===== src/rtl/alu_pkg.sv =====
// ---------------------------------------------------------------------------
// alu_pkg
//   Shared types and default constants for the ALU status-flag logic.
//
//   flag_state_e : EMPTY  - nothing captured since reset/clear
//                  LOADED - flag registers hold a captured result
//   ALU_WIDTH    : default result bus width
//   FLAG_CNT_W   : default zero-run counter width
//   FLAG_RUN_TH  : default zero-run streak threshold
// ---------------------------------------------------------------------------
package alu_pkg;

  typedef enum logic {
    EMPTY  = 1'b0,
    LOADED = 1'b1
  } flag_state_e;

  localparam int ALU_WIDTH   = 8;
  localparam int FLAG_CNT_W  = 4;
  localparam int FLAG_RUN_TH = 3;

endpackage : alu_pkg


===== src/rtl/alu_flag_unit_zero_det.sv =====
// ---------------------------------------------------------------------------
// zero_det
//   Parametrised all-zero detector (reduction NOR), purely combinational.
//
//   Ports:
//     data  in  WIDTH  value to test
//     zero  out 1      1 when every bit of data is 0
// ---------------------------------------------------------------------------
module zero_det #(
  parameter int WIDTH = alu_pkg::ALU_WIDTH
) (
  input  logic [WIDTH-1:0] data,
  output logic             zero
);

  assign zero = ~|data;

endmodule : zero_det


===== src/rtl/alu_flag_unit.sv =====
// ---------------------------------------------------------------------------
// alu_flag_unit
//   Registered status-flag generator for the ALU result bus. Produces zero,
//   negative, carry, overflow and parity flags with one cycle of latency,
//   supports a sticky (accumulate) mode, and tracks a saturating count of
//   consecutive zero results with a streak threshold flag.
//
//   Ports:
//     clk          in   1      rising-edge clock
//     rst          in   1      asynchronous active-high reset
//     valid_in     in   1      result/carry_in/ovf_in valid this cycle
//     result       in   WIDTH  ALU result
//     carry_in     in   1      ALU carry-out
//     ovf_in       in   1      ALU signed overflow
//     sticky       in   1      0 = snapshot, 1 = accumulate (with valid_in)
//     clr          in   1      synchronous clear of flags/state/counter
//     flags_valid  out  1      a result has been captured since reset/clr
//     zero         out  1      zero flag
//     neg          out  1      negative flag (result MSB)
//     carry        out  1      carry flag
//     ovf          out  1      overflow flag
//     parity       out  1      XOR of all result bits
//     zero_run     out  CNT_W  consecutive zero results, saturating
//     streak       out  1      zero_run >= RUN_TH
// ---------------------------------------------------------------------------
module alu_flag_unit
  import alu_pkg::*;
#(
  parameter int WIDTH  = ALU_WIDTH,
  parameter int CNT_W  = FLAG_CNT_W,
  parameter int RUN_TH = FLAG_RUN_TH
) (
  input  logic             clk,
  input  logic             rst,
  input  logic             valid_in,
  input  logic [WIDTH-1:0] result,
  input  logic             carry_in,
  input  logic             ovf_in,
  input  logic             sticky,
  input  logic             clr,
  output logic             flags_valid,
  output logic             zero,
  output logic             neg,
  output logic             carry,
  output logic             ovf,
  output logic             parity,
  output logic [CNT_W-1:0] zero_run,
  output logic             streak
);

  // Reject parameter sets the counter and threshold logic cannot represent.
  generate
    if (WIDTH < 2) begin : g_bad_width
      $error("alu_flag_unit: WIDTH must be >= 2");
    end
    if ((CNT_W < 1) || (CNT_W > 31)) begin : g_bad_cnt_w
      $error("alu_flag_unit: CNT_W must be in 1..31");
    end else if ((RUN_TH < 1) || (RUN_TH > ((1 << CNT_W) - 1))) begin : g_bad_run_th
      $error("alu_flag_unit: RUN_TH must be in 1..2^CNT_W-1");
    end
  endgenerate

  localparam logic [CNT_W-1:0] RUN_MAX = {CNT_W{1'b1}};
  localparam logic [CNT_W-1:0] RUN_THV = CNT_W'(RUN_TH);

  flag_state_e      state_q, state_d;
  logic             zero_d, neg_d, carry_d, ovf_d, parity_d, streak_d;
  logic [CNT_W-1:0] run_d;

  logic             res_zero;
  logic             res_neg;
  logic             res_parity;
  logic             take_snapshot;

  zero_det #(
    .WIDTH (WIDTH)
  ) u_zero_det (
    .data (result),
    .zero (res_zero)
  );

  assign res_neg    = result[WIDTH-1];
  assign res_parity = ^result;

  // A clear or an empty unit always restarts accumulation from this result.
  assign take_snapshot = clr || !sticky || (state_q == EMPTY);

  assign flags_valid = (state_q == LOADED);

  // State register.
  always_ff @(posedge clk or posedge rst) begin
    if (rst) begin
      state_q <= EMPTY;
    end else begin
      state_q <= state_d;
    end
  end

  // Next state and next flag values. Without valid_in everything holds,
  // except a bare clr which empties the unit.
  always_comb begin
    state_d  = state_q;
    zero_d   = zero;
    neg_d    = neg;
    carry_d  = carry;
    ovf_d    = ovf;
    parity_d = parity;
    run_d    = zero_run;

    if (clr && !valid_in) begin
      state_d  = EMPTY;
      zero_d   = 1'b0;
      neg_d    = 1'b0;
      carry_d  = 1'b0;
      ovf_d    = 1'b0;
      parity_d = 1'b0;
      run_d    = '0;
    end else if (valid_in) begin
      state_d  = LOADED;
      parity_d = res_parity;
      if (take_snapshot) begin
        zero_d  = res_zero;
        neg_d   = res_neg;
        carry_d = carry_in;
        ovf_d   = ovf_in;
      end else begin
        zero_d  = zero & res_zero;
        neg_d   = neg | res_neg;
        carry_d = carry | carry_in;
        ovf_d   = ovf | ovf_in;
      end

      // The run counter ignores sticky; a clear restarts it from this result.
      if (!res_zero) begin
        run_d = '0;
      end else if (clr) begin
        run_d = CNT_W'(1);
      end else if (zero_run != RUN_MAX) begin
        run_d = zero_run + CNT_W'(1);
      end
    end

    streak_d = (run_d >= RUN_THV);
  end

  // Flag and counter registers; streak is registered alongside zero_run so
  // both change on the same edge.
  always_ff @(posedge clk or posedge rst) begin
    if (rst) begin
      zero     <= 1'b0;
      neg      <= 1'b0;
      carry    <= 1'b0;
      ovf      <= 1'b0;
      parity   <= 1'b0;
      zero_run <= '0;
      streak   <= 1'b0;
    end else begin
      zero     <= zero_d;
      neg      <= neg_d;
      carry    <= carry_d;
      ovf      <= ovf_d;
      parity   <= parity_d;
      zero_run <= run_d;
      streak   <= streak_d;
    end
  end

endmodule : alu_flag_unit


===== config.mk =====
export PLATFORM = sky130hd
export DESIGN_NAME = alu_flag_unit
export DESIGN_NICKNAME = d
export VERILOG_FILES = /design/src/rtl/alu_pkg.sv /design/src/rtl/alu_flag_unit_zero_det.sv /design/src/rtl/alu_flag_unit.sv
export SDC_FILE = /design/constraint.sdc
export NUM_CORES = 1
export LEC_CHECK = 0
export CORE_MARGIN = 2
export CORE_UTILIZATION = 45
export CTS_CLUSTER_DIAMETER = 40
export DETAILED_ROUTE_END_ITERATION = 12
export GPL_TIMING_DRIVEN = 0
export PLACE_DENSITY = 0.8
export SLEW_MARGIN = 20
export SYNTH_ARGS = -nofsm -noshare
export SYNTH_HDL_FRONTEND = slang
export SYNTH_SLANG_ARGS = --single-unit

===== constraint.sdc =====
create_clock -name clk -period 3 [get_ports clk]
set_input_delay 0.6 -clock clk [delete_from_list [all_inputs] [get_ports clk]]
set_output_delay 0.6 -clock clk [all_outputs]
set_load 0.01 [all_outputs]

==> results.cfg <==
[grt]
grt_pass1_wl_um = 2484
grt_pass1_vias = 584
antenna_found_initial = 0
grt_use_total_pct = 18.62
grt_remaining_overflow = 0
grt_start_max_net_pins = 12

[sta]
rsz0062_at_grt = false
tns_ps = 0
setup_viol = 0
slew_headroom_pct = 72.70
period_minus_slack_ps = 1969
worst_pin_slew_ps = 409.1
max_freq_mhz = 507.9
fin_skew_ps = 12.22
fin_crit_sh_pct = 65.63
hold_viol_final = 0
finalMaxSlewViolations = 0

[critical_path]
r2r_slack_ps = 1420
path_class = primary input to flop
cp.arrival_ps = 2110
required_ps = 3140
crit_path_end_kind = flop
crit_path_start_kind = primary input
crit_path_max_fanout = 4

[floorplan]
die_height_um = 42.39
die-area_um2 = 1796
fp.dieW_um = 42.39
core_um2 = 1334
ioPinCount = 26
start_util_pct = 49.72
rows = 13

[power_and_ir_drop]
swShare_pct = 26.85
irDropWorstVdd_uv = 233.6
switching_power_mw = 0.09437
sequentialPowerShare_pct = 46.5
intPower_mw = 0.2571
power.share.combinational_pct = 24.3
power.share.clock_pct = 29.2
power.leakage_nw = 0.4584
pwr_density_cell_nw_per_um2 = 374.0

[synthesis]
ys.warnings.count = 0
netlist.area_leader.share_pct = 41.51
synthCells = 69
syn_area_um2 = 663.1
syn_nets = 89
yosysSeqAreaShare_pct = 41.51
avgSynthCellArea_um2 = 9.611
synth.area.top_cells = dfrtp_1 42%, ha_1 9.4%, inv_1 7.4%
yosys.area.top_type = dfrtp_1
ys_types = 24
synth-seq-cells = 11

[final_layout]
final_common_cell = clkdlybuf4s50_1
stdcell_count = 111
layout.area.seq_um2 = 275.3
drive_gt1_share_pct = 11.46
finalNetCount = 117
syn_to_final_growth_pct = 41.70
layout_common_cells = 23 x clkdlybuf4s50_1, 13 x inv_1, 11 x dfrtp_1
fillers = 117
diodes = 0
multi_input_area_um2 = 321.6

[place]
place_inst = 107
io_buffers = 23
hpwlAfterDp_um = 1123
place_congestion = 0.8149

[clock_network]
postCtsSetupBuffers = 0
cts-root-buf = clkbuf_4
clk_path_buf_depth = 2
htreeDepth = 1
cts_tree = yes
cts.hold.buffers_added = 0
clk_latency_ps = 280
cts.repair.resized = 0
clk_pin_slew_ps = 80
cts.sinks = 11
numCtsBuffers = 3

[routing]
antenna_left = 0
firstDrtPassIters = 4
viasPerCell = 5.378
num_vias = 597
drc = 0
drt-initial-drc-count = 8
wirelength_um = 1403
wire_per_inst_um = 12.64

[run]
drv_cap = 0

[run_status]
status = completed

[min_path]
hold_path.class = flop to flop
through the flow:
stage	utilization [%]	cell area (um^2)	hold WS (ps)	worst slack (ps)	power, mW
final	70.45	939.7	504.3	1031	0.3514
after global routing	70.45	939.7	515.4	915.3	0.3749
after CTS	70.45	939.7	504.5	1015	0.3564
after detailed placement	68.39	912.1	480.8	732.8	0.2522
after global placement	68.39	912.1	480.8	758.6	0.2495
after floorplan	-	663.1	452.4	1367	0.2093
final cells by class:
type | instances | share of cell area [%]
Inverter | 13 | 5.193
Multi-Input combinational cell | 42 | 34.22
Timing Repair Buffer | 23 | 24.50
Clock inverter | 1 | 0.5326
Tap cell | 15 | 1.997
Buffer | 3 | 1.864
Sequential cell | 11 | 29.29
Clock buffer | 3 | 2.397
worst max-delay path, stage by stage:
cell and delay (ps):
clkdlybuf4s50_1 480, inv_1 50, ha_1 180, and4_1 250, and4_1 200, a21oi_1 200
o311ai_2 140
metal layers:
metal  up-vias  track usage, %  wire length (um)
li1        293               -                 -
met1       284           20.27               580
met2        15           33.23               722
met3         5           6.897                76
met4         0           5.625                23
met5         -               0                 0
cells in the mapped netlist:
cell and instances:
nand4_1 1, clkbuf_2 1, nand2b_1 1, ha_1 5
buf_2 1, a22o_1 4, o22ai_2 1, o311ai_2 1
o21ai_0 4, buf_4 1, inv_1 13, a211o_1 2
nor2_1 3, dfrtp_1 11, a41oi_1 1, nand3_1 1
a21oi_1 5, xor2_1 1, nand2_1 5, a21o_1 1
and4_1 2, mux2_4 1, nand3_2 1, xnor2_1 2
state kept, by name, indices dropped and copies added, names as in the netlist:
signal	flops
zero_run	4
neg	1
streak	1
flags_valid	1
zero	1
ovf	1
parity	1
carry	1
kinds of logic after synthesis:
group	after synthesis	share of synthesized area [%]
adders and majority gates	5	9.434
xor gates and xnor gates	3	3.963
buffers and inverters	16	9.999
and+or+nand+nor	14	11.32
AOI/OAI and AO/OA	19	21.51
DFF	11	41.51
muxes	1	2.263
path summary, 6_finish.rpt:
path                              from          end  depth (start not counted)
max                          result[7]       streak                          7
min                              carry        carry                          1
max reg2reg                zero_run[0]       streak                          5
min reg2reg                      carry        carry                          1
max in group asynchronous          rst  zero_run[1]                          2
min in group asynchronous          rst        carry                          2
power by group through the flow:
stage | Sequential (mW) | Clock [mW] | Combinational [mW]
2_1_floorplan | 0.170 | 0 | 0.0389
3_3_place_gp | 0.166 | 0 | 0.0835
3_5_place_dp | 0.167 | 0 | 0.0857
4_1_cts | 0.164 | 0.106 | 0.0866
5_1_grt | 0.164 | 0.117 | 0.0942
6_report | 0.163 | 0.102 | 0.0855
Note: power is estimated with default switching activity, not from simulation.
